### config.mk
export PLATFORM = sky130hd
export DESIGN_NAME = fnd_scan_ctrl
export DESIGN_NICKNAME = d
export VERILOG_FILES = /design/src/rtl/fnd_scan_ctrl.sv
export SDC_FILE = /design/constraint.sdc
export NUM_CORES = 1
export LEC_CHECK = 0
export BUFFER_PORTS_ARGS = -buffer_cell sky130_fd_sc_hd__buf_2
export CAP_MARGIN = 10
export CELL_PAD_IN_SITES_DETAIL_PLACEMENT = 0
export CELL_PAD_IN_SITES_GLOBAL_PLACEMENT = 1
export CORE_UTILIZATION = 44
export DETAILED_ROUTE_END_ITERATION = 7
export PLACE_DENSITY_LB_ADDON = 0.1
export SETUP_SLACK_MARGIN = 0.05
export SYNTH_ARGS = -nofsm -noshare
export SYNTH_HDL_FRONTEND = slang
export SYNTH_SLANG_ARGS = --single-unit
### constraint.sdc
create_clock -name clk -period 3.25 [get_ports clk]
set_input_delay 0.1625 -clock clk [delete_from_list [all_inputs] [get_ports clk]]
set_output_delay 0.1625 -clock clk [all_outputs]
set_load 0.1 [all_outputs]
### src/rtl/fnd_scan_ctrl.sv
// fnd_scan_ctrl
//   Multiplexed 8-digit 7-segment scan controller. Time-shares one segment bus
//   and BCD-to-7-segment converter across eight digit rows, with a blanked
//   dead time at the start of every slot, frame-coherent brightness PWM and
//   leading-zero blanking. Frame period is fixed at 8 * 2^SLOT_LOG2 clocks.
//
// Parameters
//   SLOT_LOG2    log2 of clocks per digit slot (>= 6)
//   DEAD_CYCLES  dark clocks at the start of each slot (1 .. 2^(SLOT_LOG2-4)-1)
//
// Ports
//   clk          system clock, rising edge
//   rst          asynchronous reset, active low
//   en           scan enable; low returns the scanner to idle at slot 0
//   digits       eight BCD digits, digit k = digits[4k+3:4k], digit 0 = row 0
//   dp_mask      decimal point request per digit
//   lzb          leading-zero blanking enable
//   brightness   on-time level, 0 = dimmest, 15 = full
//   digit        BCD code of the current slot (to the converter)
//   dp           decimal point of the current slot
//   fnd_row      one-hot active-high row select, zero = dark
//   frame_start  one-cycle pulse at phase 0 of slot 0
module fnd_scan_ctrl #(
  parameter int unsigned SLOT_LOG2   = 12,
  parameter int unsigned DEAD_CYCLES = 64
) (
  input  logic        clk,
  input  logic        rst,
  input  logic        en,
  input  logic [31:0] digits,
  input  logic [7:0]  dp_mask,
  input  logic        lzb,
  input  logic [3:0]  brightness,
  output logic [3:0]  digit,
  output logic        dp,
  output logic [7:0]  fnd_row,
  output logic        frame_start
);

  typedef enum logic [1:0] {IDLE, DEAD, ON, OFF} state_t;

  localparam logic [SLOT_LOG2-1:0] P_LAST    = '1;
  localparam logic [SLOT_LOG2-1:0] DEAD_LAST = SLOT_LOG2'(DEAD_CYCLES - 1);

  state_t               state, state_n;
  logic [SLOT_LOG2-1:0] p, p_n, p_inc;
  logic [2:0]           idx, idx_n;
  logic [31:0]          digits_q;
  logic [7:0]           dp_q;
  logic [3:0]           brightness_q;
  logic [7:0]           blank_q, blank_n;
  logic                 snap;
  logic                 slot_start;
  logic                 run;

  // A digit is blanked only if it and every more significant digit are zero
  // with no decimal point; digit 0 always stays lit.
  always_comb begin
    blank_n = '0;
    run     = lzb;
    for (int unsigned k = 0; k < 7; k++) begin
      run = run && (digits[4*(7-k) +: 4] == 4'd0) && !dp_mask[7-k];
      blank_n[7-k] = run;
    end
  end

  assign p_inc = p + 1'b1;

  always_comb begin
    state_n    = state;
    p_n        = p;
    idx_n      = idx;
    snap       = 1'b0;
    slot_start = 1'b0;
    if (state == IDLE) begin
      p_n   = '0;
      idx_n = '0;
      if (en) begin
        state_n    = DEAD;
        snap       = 1'b1;
        slot_start = 1'b1;
      end
    end else if (!en) begin
      state_n = IDLE;
      p_n     = '0;
      idx_n   = '0;
    end else if (p == P_LAST) begin
      state_n    = DEAD;
      p_n        = '0;
      idx_n      = idx + 1'b1;
      slot_start = 1'b1;
      snap       = (idx == 3'd7);
    end else begin
      p_n = p_inc;
      unique case (state)
        DEAD: if (p == DEAD_LAST) state_n = blank_q[idx] ? OFF : ON;
        // The state reflects the phase being entered, so the row drops on
        // the first phase whose upper nibble exceeds the brightness level.
        ON:   state_n = (p_inc[SLOT_LOG2-1 -: 4] <= brightness_q) ? ON : OFF;
        default: state_n = state;
      endcase
    end
  end

  always_ff @(posedge clk or negedge rst) begin
    if (!rst) begin
      state        <= IDLE;
      p            <= '0;
      idx          <= '0;
      digits_q     <= '0;
      dp_q         <= '0;
      brightness_q <= '0;
      blank_q      <= '0;
      digit        <= '0;
      dp           <= 1'b0;
      fnd_row      <= '0;
      frame_start  <= 1'b0;
    end else begin
      state       <= state_n;
      p           <= p_n;
      idx         <= idx_n;
      frame_start <= snap;
      if (snap) begin
        digits_q     <= digits;
        dp_q         <= dp_mask;
        brightness_q <= brightness;
        blank_q      <= blank_n;
      end
      // Slot 0 of a new frame must show the freshly snapshotted inputs, not
      // the shadow registers being loaded on the same edge.
      if (slot_start) begin
        digit <= snap ? digits[3:0] : digits_q[{idx_n, 2'b00} +: 4];
        dp    <= snap ? dp_mask[0]  : dp_q[idx_n];
      end
      fnd_row <= (state_n == ON) ? (8'b1 << idx_n) : '0;
    end
  end

endmodule
# == After elaboration in Yosys (flattened, before gate mapping) ==
# Cells that the tools add are included.
# totals
elab_cells,81
register_bits,82
ram_bits,0
latch_bits,0
memories,0
in_bits,48
output_inout_bits,14
rom_bits,0
# op_classes
muxes,28
div,0
order_cmp,3
mul,0
n_shift,2
n_bitwise,0
n_reduce_logical,29
addsub,2
n_eq_ne,6
# op_table
cell,count
12-bit 2-to-1 mux,3
32-bit by 6-bit variable part select with 4-bit output,1
4-bit zero test,7
1-bit logical AND,14
12-bit by 1-bit adder with 12-bit output (second input constant),1
12-bit equality test (second input constant),1
12-bit by 6-bit equality test with 1-bit output (second input constant),1
1-bit 2-to-1 mux,12
2-bit 2-to-1 mux,5
3-bit 2-to-1 mux,3
3-bit by 4-bit < comparator with 1-bit output (second input constant),2
8-bit 2-to-1 mux,1
1-bit by 3-bit left shift with 8-bit output (first input constant),1
1-bit zero test,7
1-bit binary-select mux with 3-bit select,2
2-bit equality test (second input constant),2
4-bit less-or-equal comparator,1
4-bit 2-to-1 mux,1
2-bit case mux with 2 select lines,1
3-bit by 1-bit adder with 3-bit output (second input constant),1
3-bit equality test (second input constant),1
2-bit by 1-bit equality test with 1-bit output (second input constant),1
2-bit zero test,1

# == Depth between registers and ports, before layout ==
# logic_depth
depth_word,15
mapped_depth,13
depth_no_buf,13

# == Worst setup path before layout ==
# No wires, ideal clock.
# synth_path
path_kind,reg2reg
start,register p[2]
end,register fnd_row[1]
path_stages_with_launch,14
setup_ns,0.101
t_arrival_ns,2.723
setup_slack_ns,0.426
path_buffers,0
t_required_ns,3.149
synth_period_minus_slack_ns,2.824
path_cell_list,dfrtp_1 and4_2 and2_1 and3_1 nand3_1 xnor2_1 ha_1 nor2b_1 o21a_1 o21a_1 o2111ai_1 nand4_1 a22o_1 nor4_1
# synth_between
elab_chain_len,9
elab_cells_between_ends,16
# synth_rtl
element,line,source
start: declaration,46,"logic [SLOT_LOG2-1:0] p, p_n, p_inc;"
start signal: assignment,120,p <= p_n;
12-bit by 1-bit adder with 12-bit output,67,assign p_inc = p + 1'b1;
4-bit less-or-equal comparator,99,ON: state_n = (p_inc[SLOT_LOG2-1 -: 4] <= brightness_q) ? ON : OFF;
1-bit 2-to-1 mux,99,
2-bit case mux with 2 select lines,95,unique case (state)
2-bit 2-to-1 mux (*),87,end else if (p == P_LAST) begin
2-bit 2-to-1 mux (*),83,end else if (!en) begin
2-bit 2-to-1 mux (*),75,if (state == IDLE) begin
named net state_n[0],45,"state_t state, state_n;"
2-bit equality test (*),135,fnd_row <= (state_n == ON) ? (8'b1 << idx_n) : '0;
8-bit 2-to-1 mux (*),135,
end signal: assignment,135,
end: declaration,36,"output logic [7:0] fnd_row,"
# Mark *: on every way through the listed nets, which the timed path passes. The rest lies on a longest branch.
# A chain may end at the register's enable or synchronous reset.

# == Final worst setup path ==
# layout_path
start,register p[5]
end,register fnd_row[1]
# Same word-level chain as after synthesis.

==> results.md <==
* Status: complete, but fails checks
* Failing checks: hold timing
* Layout Cells excl Fill at 638
* Critical path class: reg -> reg
* CP Max Fanout at 6
* R2r setup slk at 0.28 ns
* Crit path cell chain: and4_2 -> and2_1 -> and3_4 -> nand3_1 -> xnor2_2 -> ha_1 -> nor2b_1 -> o21a_1 -> o21a_1 -> o2111ai_1 -> nand4_1 -> a22o_4 -> nor4_2
* DRC violations left at 0
* Slew Viols, Final at 0
* Worst hold path class: in -> async
* First-pass GRT wire length at 15,900 µm
* Number of global-route vias before repair at 3,181
* Core Area at 9200 µm²
* CTS tree: yes
* Flops & latches, synth at 82
* DRT iter0 DRCs at 105
* Final period utilization at 91.3%
* Achievable Freq at 337 MHz
* RR Endpoint: fnd_row[1]$_DFF_PN0_
* Vias per Instance at 5.28
* Max-Cap Viols at 0
* Initial Util at 45.3%
* Slew @ Worst Pin at 1.04 ns
* Worst-path clk slew at 0.08 ns
* Reg2reg path depth at 13
* Slew headroom at 30.4%
* Arrival time at the worst endpoint at 3.22 ns
* Post-synth top flop: dfrtp_1
* Htree depth at 3
* Die area at 9870 µm²
* Area occupied by multi-input gates at 1980 µm²
* Die width at 99.4 µm
* Post-synth EDFFs at 0
* Clock latency on the worst-skew pair at 0.35 ns
* Final nets at 581
* Async SR Flop Fraction at 100%
* Placed insts at 611
* Area growth syn-to-layout at 18.3%
* Syn nets at 507
* Slowest stage delay, CP at 0.41 ns
* Pwr/cell area at 711 nW/µm²
* Library cells used by synthesis at 61
* Num CTS Buffers at 9
* Die height at 99.4 µm
* Seq/Total Area, Yosys at 49.2%
* ANT cells at 0
* Largest net degree at the start of global routing at 83
* Final hold viol count at 3
* Initial antenna violation count at 0
* Synth Area in Adders at 3.00%
* Gr usage total at 20.9%
* Critical R2R Launch: p[5]$_DFF_PN0_
* Avg WL per Cell at 15.3 µm
* Period minus WS final at 2.97 ns
* Mux contribution to synthesized area at 5.58%
* I/O pin count at 62
* Final GP Congestion at 0.770
* Cell type with the largest total area after synthesis: dfrtp_1
* Crit-path most repeated cell: o21a_1
* Final antenna-violating net count at 0
* Worst Setup SP: p[5]$_DFF_PN0_
* WHS at -0.0139 ns
* Row cnt at 35
* Largest family of logic cells by synthesized area: simple AND/OR/NAND/NOR gates
* Post-synthesis compound-gate area fraction at 8.82%
* CTS max path bufs at 2
* Setup violations, final at 0
* Port-buffer cells at 61
* Syn avg cell area at 9.29 µm²
* Crit path capture: fnd_row[1]$_DFF_PN0_
* Area of the mapped netlist at 4170 µm²
* Worst VDD drop at 0.360 mV
* Setup TNS at 0 ns
* Slowest CP cell: dfrtp_1
* Placed Instance Area at 4560 µm²
* RSZ-0062 raised after global routing: no
* Post-Synth XOR/XNOR Area at 2.10%
* Synth top area cells: dfrtp_1, nand2_1, mux2i_1, ha_1, nand3_1
* Mapped Cells at 449
* Root Driver: clkbuf_8
* Post-DP HPWL at 6870 µm
* Critical path launch point type: register
* Register area at 2050 µm²
* LEAKAGE at 2.40 nW
* Worst clock skew at 0.00996 ns
* CP Capture Type: register
* CP required at 3.51 ns
* Grt total ovfl at 0
* Post-Synth Simple-Gate Area at 27.1%
* Fraction of layout cells with a size suffix above 1 at 22.0%
* Top cell type's share of synthesized area at 49.2%
* Post-route design area at 4930 µm²
* Vias at 3,368
* Yosys warns at 0
* Clock Sinks at 82
* # fillers at 881
* WL final at 9750 µm
* 1st-pass router iterations at 4
## per-layer routing
| metal | wire, µm | track usage [%] | vias to the layer above |
|---|---|---|---|
| met2 | 4740 | 34.5 | 78 |
| met4 | 123 | 7.47 | 0 |
| met3 | 349 | 2.95 | 11 |
| li1 | - | - | 1684 |
| met1 | 4530 | 28.3 | 1595 |
| met5 | 0 | 0 | - |
## where the power goes
group	switching, mW	total, mW	internal, mW
logic	0.759	1.11	0.353
clock network	0.372	0.879	0.507
registers	0.189	1.52	1.33
## flip-flops by register name, summed over array words and instances, names as in the netlist
register	flops
digits_q	32
dp	1
brightness_q	4
fnd_row	8
digit	4
blank_q	7
frame_start	1
p	12
dp_q	8
idx	3
state	2
## layout by cell type (no fill, tap or decap), types with 3 or more instances in the layout
cell type / instances
nand4_1: 3
inv_1: 11
xor2_1: 4
clkbuf_8: 9
bufinv_16: 3
a21oi_1: 5
a31oi_1: 5
a22oi_1: 3
mux2i_1: 15
buf_2: 60
nor3_1: 14
and3_1: 3
nor2_1: 16
o2111ai_1: 6
and2_1: 7
or4_1: 3
ha_1: 10
dfrtp_1: 80
o211ai_1: 3
o21ai_0: 14
xnor2_1: 5
nand3_1: 15
nand2b_1: 3
nor4_1: 3
mux2_2: 3
nand2_1: 155
dlygate4sd3_1: 6
buf_4: 16
## synth_stat cells (3+ instances only)
| cell type | n |
|---|---|
| a22oi_1 | 3 |
| dfrtp_1 | 82 |
| nor4_1 | 5 |
| o2111ai_1 | 6 |
| o211ai_1 | 3 |
| nor3_1 | 14 |
| clkbuf_8 | 3 |
| or4_1 | 3 |
| mux2_2 | 3 |
| o21ai_0 | 14 |
| mux2i_1 | 15 |
| xnor2_1 | 6 |
| nand4_1 | 3 |
| nor2_1 | 16 |
| ha_1 | 10 |
| a21oi_1 | 5 |
| nand2b_1 | 3 |
| clkbuf_1 | 12 |
| and3_1 | 4 |
| nand3_1 | 15 |
| nand2_1 | 155 |
| inv_1 | 11 |
| xor2_1 | 4 |
| a31oi_1 | 5 |
| and2_1 | 7 |
## worst min path at each step
stage,end,cells after the start,start,slack [ns]
final,p[7]$_DFF_PN0_,1,rst,-0.01
after global routing,dp_q[7]$_DFFE_PN0P_,3,dp_mask[7],0.005
after CTS,digits_q[14]$_DFFE_PN0P_,3,digits[14],0.001
after detailed placement,dp_q[4]$_DFFE_PN0P_,3,dp_mask[4],0.37
after global placement,dp_q[4]$_DFFE_PN0P_,3,dp_mask[4],0.36
after floorplan,blank_q[1]$_DFFE_PN0P_,0,rst,-0.13
## cell type report
class                           count  area share [%]
Clock buffer                       10            2.59
Clock inverter                      5            2.10
Inverter                           13            1.09
Multi-Input combinational cell    335            40.0
Sequential cell                    82            41.6
Tap cell                          111            2.81
Timing Repair Buffer               82            9.74
## stage by stage
step | utilization [%] | total power, mW | setup slack (ns)
2_1_floorplan | - | 2.33 | 0.426
3_3_place_gp | 49.6 | 2.62 | 0.253
3_5_place_dp | 49.6 | 2.64 | 0.159
4_1_cts | 52.8 | 3.53 | 0.133
5_1_grt | 53.7 | 3.74 | 0.0828
6_report | 53.7 | 3.51 | 0.284
## critical path: cells and delay by family, from the launching register on
kind	cells	cell delay (ns)
and+or+nand+nor	7	1.27
AOI/OAI and AO/OA	4	0.76
DFF	1	0.41
adders and majority gates	1	0.28
xor gates and xnor gates	1	0.16
## kinds of logic after synthesis
family          Yosys count
buf+inv                  32
fa+ha+maj                10
mux                      21
compound gates           52
simple gates            242
flops                    82
xor+xnor                 10
## timing repair
item                                    in CTS  in global routing
endpoints found under the hold margin        6                  0
endpoints found under the setup margin       0                  8
gates resized for setup                      0                  8
hold buffers                                 6                  0
buffers inserted                             0                  6
No activity file was read; power rests on OpenSTA's default activity.
